**src/rtl/if_prefetch_unit.sv**
```systemverilog
// Instruction-fetch stage with a prefetch queue in front of a 1-cycle synchronous ROM.
// Owns the fetch PC, issues reads on credit, and flushes on JR/J/branch redirects.
module if_prefetch_unit #(
    parameter logic [31:0] RESET_PC = 32'h0000_0000,
    parameter int          ROM_AW   = 6,
    parameter int          DEPTH    = 4
) (
    input  logic              clk,
    input  logic              reset,
    input  logic              Z,
    input  logic              J,
    input  logic              JR,
    input  logic [31:0]       JumpAddr,
    input  logic [31:0]       JrAddr,
    input  logic [31:0]       BranchAddr,
    input  logic              PC_IFWrite,
    output logic              rom_en,
    output logic [ROM_AW-1:0] rom_addr,
    input  logic [31:0]       rom_data,
    output logic              inst_valid,
    output logic [31:0]       Instruction_if,
    output logic [31:0]       PC,
    output logic [31:0]       NextPC_if
);

    localparam int              PTR_W     = (DEPTH > 1) ? $clog2(DEPTH) : 1;
    localparam int              CNT_W     = $clog2(DEPTH + 1);
    localparam logic [PTR_W-1:0] LAST_PTR  = PTR_W'(DEPTH - 1);
    localparam logic [CNT_W:0]   DEPTH_EXT = (CNT_W + 1)'(DEPTH);
    localparam logic [31:0]      WORD_MASK = 32'hFFFF_FFFC;

    logic [31:0]      fetch_pc_r;
    logic             inflight_r;
    logic [31:0]      inflight_pc_r;
    logic [31:0]      instr_mem_r [DEPTH];
    logic [31:0]      pc_mem_r    [DEPTH];
    logic [PTR_W-1:0] rd_ptr_r;
    logic [PTR_W-1:0] wr_ptr_r;
    logic [CNT_W-1:0] count_r;
    logic             primed_r;

    logic             redirect_s;
    logic [31:0]      target_s;
    logic             valid_s;
    logic             pop_s;
    logic             push_s;
    logic             issue_s;
    logic [CNT_W:0]   occupancy_s;
    logic [CNT_W:0]   limit_s;

    function automatic logic [PTR_W-1:0] ptr_inc(input logic [PTR_W-1:0] ptr);
        if (ptr == LAST_PTR) begin
            return PTR_W'(0);
        end else begin
            return ptr + PTR_W'(1);
        end
    endfunction

    // Redirect target selection, JR beats J beats branch; targets are word aligned.
    always_comb begin
        redirect_s = JR | J | Z;
        if (JR) begin
            target_s = JrAddr & WORD_MASK;
        end else if (J) begin
            target_s = JumpAddr & WORD_MASK;
        end else if (Z) begin
            target_s = BranchAddr & WORD_MASK;
        end else begin
            target_s = fetch_pc_r;
        end
    end

    // Credit check: a new read is allowed only if its response is sure to find a free slot.
    always_comb begin
        valid_s     = (count_r != CNT_W'(0));
        pop_s       = PC_IFWrite & valid_s;
        push_s      = inflight_r & ~redirect_s;
        occupancy_s = {1'b0, count_r} + (CNT_W + 1)'(inflight_r);
        limit_s     = DEPTH_EXT + (CNT_W + 1)'(pop_s);
        if (reset || redirect_s) begin
            issue_s = 1'b0;
        end else begin
            issue_s = (occupancy_s < limit_s);
        end
    end

    // Fetch PC, in-flight tracking and queue storage.
    always_ff @(posedge clk) begin
        if (reset) begin
            fetch_pc_r    <= RESET_PC;
            inflight_r    <= 1'b0;
            inflight_pc_r <= 32'd0;
            rd_ptr_r      <= PTR_W'(0);
            wr_ptr_r      <= PTR_W'(0);
            count_r       <= CNT_W'(0);
            primed_r      <= 1'b0;
            for (int i = 0; i < DEPTH; i++) begin
                instr_mem_r[i] <= 32'd0;
                pc_mem_r[i]    <= 32'd0;
            end
        end else if (redirect_s) begin
            // Flush: the outstanding response, if any, is dropped because inflight clears.
            fetch_pc_r <= target_s;
            inflight_r <= 1'b0;
            rd_ptr_r   <= PTR_W'(0);
            wr_ptr_r   <= PTR_W'(0);
            count_r    <= CNT_W'(0);
        end else begin
            inflight_r <= issue_s;
            if (issue_s) begin
                inflight_pc_r <= fetch_pc_r;
                fetch_pc_r    <= fetch_pc_r + 32'd4;
            end
            if (push_s) begin
                instr_mem_r[wr_ptr_r] <= rom_data;
                pc_mem_r[wr_ptr_r]    <= inflight_pc_r;
                wr_ptr_r              <= ptr_inc(wr_ptr_r);
                primed_r              <= 1'b1;
            end
            if (pop_s) begin
                rd_ptr_r <= ptr_inc(rd_ptr_r);
            end
            case ({push_s, pop_s})
                2'b10:   count_r <= count_r + CNT_W'(1);
                2'b01:   count_r <= count_r - CNT_W'(1);
                default: count_r <= count_r;
            endcase
        end
    end

    // Until the first word lands after reset the head reads as all zeros, NextPC_if included.
    assign rom_en         = issue_s;
    assign rom_addr       = fetch_pc_r[ROM_AW+1:2];
    assign inst_valid     = valid_s;
    assign Instruction_if = instr_mem_r[rd_ptr_r];
    assign PC             = pc_mem_r[rd_ptr_r];
    assign NextPC_if      = primed_r ? (pc_mem_r[rd_ptr_r] + 32'd4) : 32'd0;

endmodule
```
**config.mk**
```make
export PLATFORM = sky130hd
export DESIGN_NAME = if_prefetch_unit
export DESIGN_NICKNAME = d
export VERILOG_FILES = /design/src/rtl/if_prefetch_unit.sv
export SDC_FILE = /design/constraint.sdc
export NUM_CORES = 1
export LEC_CHECK = 0
export CAP_MARGIN = 40
export CORE_ASPECT_RATIO = 1.2
export CORE_MARGIN = 4
export CORE_UTILIZATION = 58
export DETAILED_ROUTE_END_ITERATION = 16
export DONT_BUFFER_PORTS = 1
export PLACE_DENSITY_LB_ADDON = 0.3
export SYNTH_ARGS = -nofsm -noshare
export SYNTH_HDL_FRONTEND = slang
export SYNTH_SLANG_ARGS = --single-unit
export TNS_END_PERCENT = 5
```
**constraint.sdc**
```tcl
create_clock -name clk -period 7.2 [get_ports clk]
set_input_delay 1.08 -clock clk [delete_from_list [all_inputs] [get_ports clk]]
set_output_delay 1.08 -clock clk [all_outputs]
set_load 0.05 [all_outputs]
```
Yosys cells after proc, flatten, opt, wreduce, memory -nomap -nowiden
Memories as Yosys holds them, arrays and structs flattened. A register that Yosys moved wholly into a read port is not among the register bits. Index checks and enable logic that the tools add are counted. W data, S select, Z words.

Add/subtract/negate cells: 8. Order comparisons: 1. Equality and inequality tests: 5. Muxes and demuxes: 26. Bitwise gates (word level): 5. Reductions and logical operators: 10.

Operator list (count): $mux W32 (8); $add A32 B3 Y32 const B (2); $reduce_or A32 Y1 (2); $mux W2 (8); $mux W1 (9); $eq A2 B2 Y1 const B (3); $pmux W3 S2 (1); $reduce_and A2 Y1 (3); $add A2 B1 Y2 const B (2); $add A3 B1 Y4 (1); $add A3 B1 Y4 const A (1); $lt A4 B4 Y1 (1); $ne A4 B4 Y1 const B (1); $reduce_bool A2 Y1 (2); $add A3 B1 Y3 const B (1); $reduce_bool A3 Y1 (1); $sub A3 B1 Y3 const B (1); $and A1 B1 Y1 (2); $eq A2 B1 Y1 const B (1); $or A1 B1 Y1 (2); $reduce_or A2 Y1 (1); $logic_or A1 B1 Y1 (1); $not A1 Y1 (1).

Bits in registers: 73. Memory bits (writable): 256. Memories kept: 2.

Memories: instr_mem_r (words 4, width 32, read ports 1, clocked after Yosys merged registers in 1, write ports 4, RTL line 35) `logic [31:0] instr_mem_r [DEPTH];`; pc_mem_r (words 4, width 32, read ports 1, clocked after Yosys merged registers in 1, write ports 4, RTL line 36) `logic [31:0] pc_mem_r [DEPTH];`.

Logic depth before layout (Yosys ltp)
Depth after elaboration: 10. Gate-level depth with buffers: 11. Mapped depth without buffers: 9.

Least setup slack after synthesis
OpenSTA, ideal clock, no wires.

Path type: input to register. From: input port J. To: memory instr_mem_r[3][0] (enable). Library setup time: 571 ps. Data arrival time: 6503 ps. Data required time: 6629 ps. Setup slack: 127 ps. Cell stages on the path: 4. Cells stage by stage: clkbuf_1 > nor3_1 > nand2_1 > o21ai_0.

RTL lines: start, declared (RTL line 11) `input logic J,`; end, declared (RTL line 35).

==> parameters.txt <==
Parameter                              Value

Worst setup path
  Crit path DAT    4.40 ns
  Max stage delay cell, worst path    mux4_1
  RR Startpoint    inflight_r
  Cell with the most instances on the worst path    or4_1
  Kind of start point of the critical path    flip-flop
  Series of cell instances along the critical path    mux4_1, nand4_2, or4_1, or4_1, a21oi_1, buf_4
  Data required time of the worst path    6.12 ns
  Max FO, Critical Path    40
  Type of destination of the critical path    output pin
  Crit-path max cell delay    0.97 ns
  Worst setup path category    flip-flop to output pin

Synthesis
  Gate Count Post-Synth    1,283
  Most used flip-flop cell after synthesis    edfxtp_1
  Post-Synthesis Mean Instance Area    12.2 um^2
  Post-synth EDFFs    252
  Number of warnings reported in the yosys synthesis log    0
  Mapped cell area    0.0156 mm^2
  Share of flip-flops with an asynchronous set or reset after synthesis    0%
  Number of unique standard cell types used by synthesis    68
  Sequential share of the synthesized area    57.5%
  FF+latch count, synth    323

Die
  Vertical die dimension    188 um
  # IOs    238
  Site row count    65
  Die outline area    0.0297 mm^2
  Chip Width    158 um
  Area of the core    0.0264 mm^2
  Initial Util    59.2%

Cells and area
  Most used cells in the layout excluding fill and tap cells    edfxtp_1, and2_1, nand2_1
  Total number of nets in the final design    1,402
  Diodes inserted    0
  Final Non-Filler Cells    1,616
  Share of layout cells above drive strength 1    12.6%
  Leading cell type in the layout, fill and taps excluded    edfxtp_1
  Synthesis-to-finish area growth    8.33%
  Cell area after layout    0.0169 mm^2

CTS
  Resized cells post-CTS    0
  Hold buffer count at CTS    0
  Post-CTS setup buffer count    0
  Root Buffer    clkbuf_16
  Insertion delay of the later-clocked pin in the worst-skew pair    0.55 ns
  Inserted Clock Buffers    31
  CTS HTree Levels    1
  TritonCTS clock tree    built
  Clock-pin slew on the worst setup and hold paths    0.06 ns
  Longest Clk Path Bufs    3
  Clock Sink Count    323

Global route
  Via count of the first global-routing pass    10,300
  Gr usage total    24.5%
  Global-route congestion overflow total    0
  Pin count of the biggest net entering global routing    68
  Antenna violations before repair    0
  First-pass GRT wire length    57,600 um

Detailed routing
  Average wire per cell in the routed design    22.7 um
  Iteration count of the initial detailed-routing pass    5
  Final routed wirelength across all metal layers    36,700 um
  Drt drc    0
  Drt via density    6.38
  Detail Route Antenna Nets    0
  Total number of vias    10,312
  Count of routing violations after the opening detailed-route iteration    1,052

Hold path
  Worst hold-check path type    flip-flop to flip-flop
  Origin of the worst min-delay path    inflight_pc_r[30]

Timing
  Final Cycle Share    76.1%
  Transition time at the pin with the least slew margin    0.892 ns
  Hold Violations, Final    0
  Shortest period the worst path allows    5.48 ns
  RSZ-0062 raised after global routing    false
  Peak clock frequency supported by timing    182 MHz
  Max-slew violation count    0
  Relative slew margins    40.0%
  Final setup violation count    0
  Layout Skew    0.0268 ns
  Setup TNS    0 ns
  Worst hold slack after final layout    0.483 ns

Job
  Max-cap viol count    0

Place
  Global placement routability congestion    0.874
  Placed Instances    1,562
  Standard cell area after detailed placement    0.0160 mm^2
  Count of port buffers added during placement    0
  Total half-perimeter wirelength after legalization and detailed placement    22,800 um

Power and ir drop
  Power density over cell area    228 mW/mm^2
  Maximum vdd drop    0.000168 V
  Leakage dissipation    6.11 nW

Run status
  Status    finished, final reports clean
## routing by layer
layer / track usage [%] / up-vias / routed length, um
met1: 33.5 / 5097 / 14800
met5: 0 / - / 0
met4: 5.00 / 0 / 490
met2: 41.8 / 437 / 18500
met3: 4.06 / 32 / 2860
li1: - / 4746 / -
## cell families after synthesis
| logic type | synth area share [%] |
|---|---|
| AO/OA/AOI/OAI | 8.86 |
| XOR/XNOR | 0.784 |
| adder cells (fa/ha/maj) | 0.688 |
| buffers and inverters | 3.65 |
| flip-flops | 57.5 |
| multiplexers | 9.67 |
| other | 0.0240 |
| AND/OR/NAND/NOR | 18.9 |
## path summary, 6_finish.rpt
kind	end	slack, ns	cells after the start
min	inflight_pc_r[30]	0.48	2
min reg2reg	inflight_pc_r[30]	0.48	2
max	NextPC_if[26]	1.72	6
max reg2reg	fetch_pc_r[4]	3.31	10
## through the flow
stage / total power (W) / util [%] / setup slack (ns)
3_5_place_dp: 0.00236 / 60.5 / 2.26
5_1_grt: 0.00400 / 64.1 / 1.49
4_1_cts: 0.00390 / 64.1 / 1.67
2_1_floorplan: 0.00231 / - / 0.127
6_report: 0.00387 / 64.1 / 1.72
3_3_place_gp: 0.00235 / 59.7 / 1.83
## worst max-delay path: cells and delay by family (launching register included)
family	cells	cell delay (ns)
mux	1	0.97
compound gates	1	0.16
flops	1	0.89
buf+inv	1	0.21
simple gates	3	1.57
## cell type report
cell class | instances | area [um^2]
Clock inverter | 15 | 150
Sequential cell | 323 | 8990
Multi-Input combinational cell | 841 | 6140
Clock buffer | 39 | 806
Fill cell | 1923 | 9490
Tap cell | 335 | 419
Inverter | 24 | 90.1
Timing Repair Buffer | 39 | 344
## where the power goes
part	switching, W	internal [W]
Sequential	0.0000425	0.00206
Combinational	0.000149	0.0000620
Clock	0.000657	0.000893
## synthesized netlist by cell type, types with 6 or more instances
| master | n | share of area, % |
|---|---|---|
| o21a_1 | 7 | 0.34 |
| dfxtp_1 | 71 | 9.1 |
| nor2_1 | 33 | 0.79 |
| buf_4 | 8 | 0.38 |
| a22oi_1 | 10 | 0.48 |
| ha_1 | 7 | 0.56 |
| and3_1 | 68 | 2.7 |
| clkbuf_1 | 71 | 1.7 |
| edfxtp_1 | 252 | 48 |
| or4_1 | 13 | 0.62 |
| buf_1 | 6 | 0.14 |
| nor3_1 | 16 | 0.51 |
| xnor2_1 | 10 | 0.56 |
| a21oi_1 | 65 | 2.1 |
| a31oi_1 | 15 | 0.60 |
| nor4_1 | 9 | 0.36 |
| inv_1 | 22 | 0.53 |
| o21ai_0 | 40 | 1.3 |
| nand2b_1 | 7 | 0.28 |
| mux4_2 | 51 | 7.3 |
| nand3_1 | 23 | 0.74 |
| a31o_2 | 6 | 0.34 |
| mux4_1 | 11 | 1.8 |
| nand4_1 | 11 | 0.44 |
| o22ai_1 | 12 | 0.48 |
| and2_1 | 191 | 7.6 |
| or3_1 | 8 | 0.32 |
| nand2_1 | 129 | 3.1 |
| o31ai_1 | 11 | 0.53 |
| a211oi_1 | 7 | 0.34 |
## registers in the layout, summed over array words and instances (netlist names), named ones only
register / count
count_r: 3
wr_ptr_r: 2
primed_r: 1
pc_mem_r: 124
fetch_pc_r: 30
instr_mem_r: 128
rd_ptr_r: 2
inflight_r: 1
inflight_pc_r: 30
No activity file was read; power rests on OpenSTA's default activity.
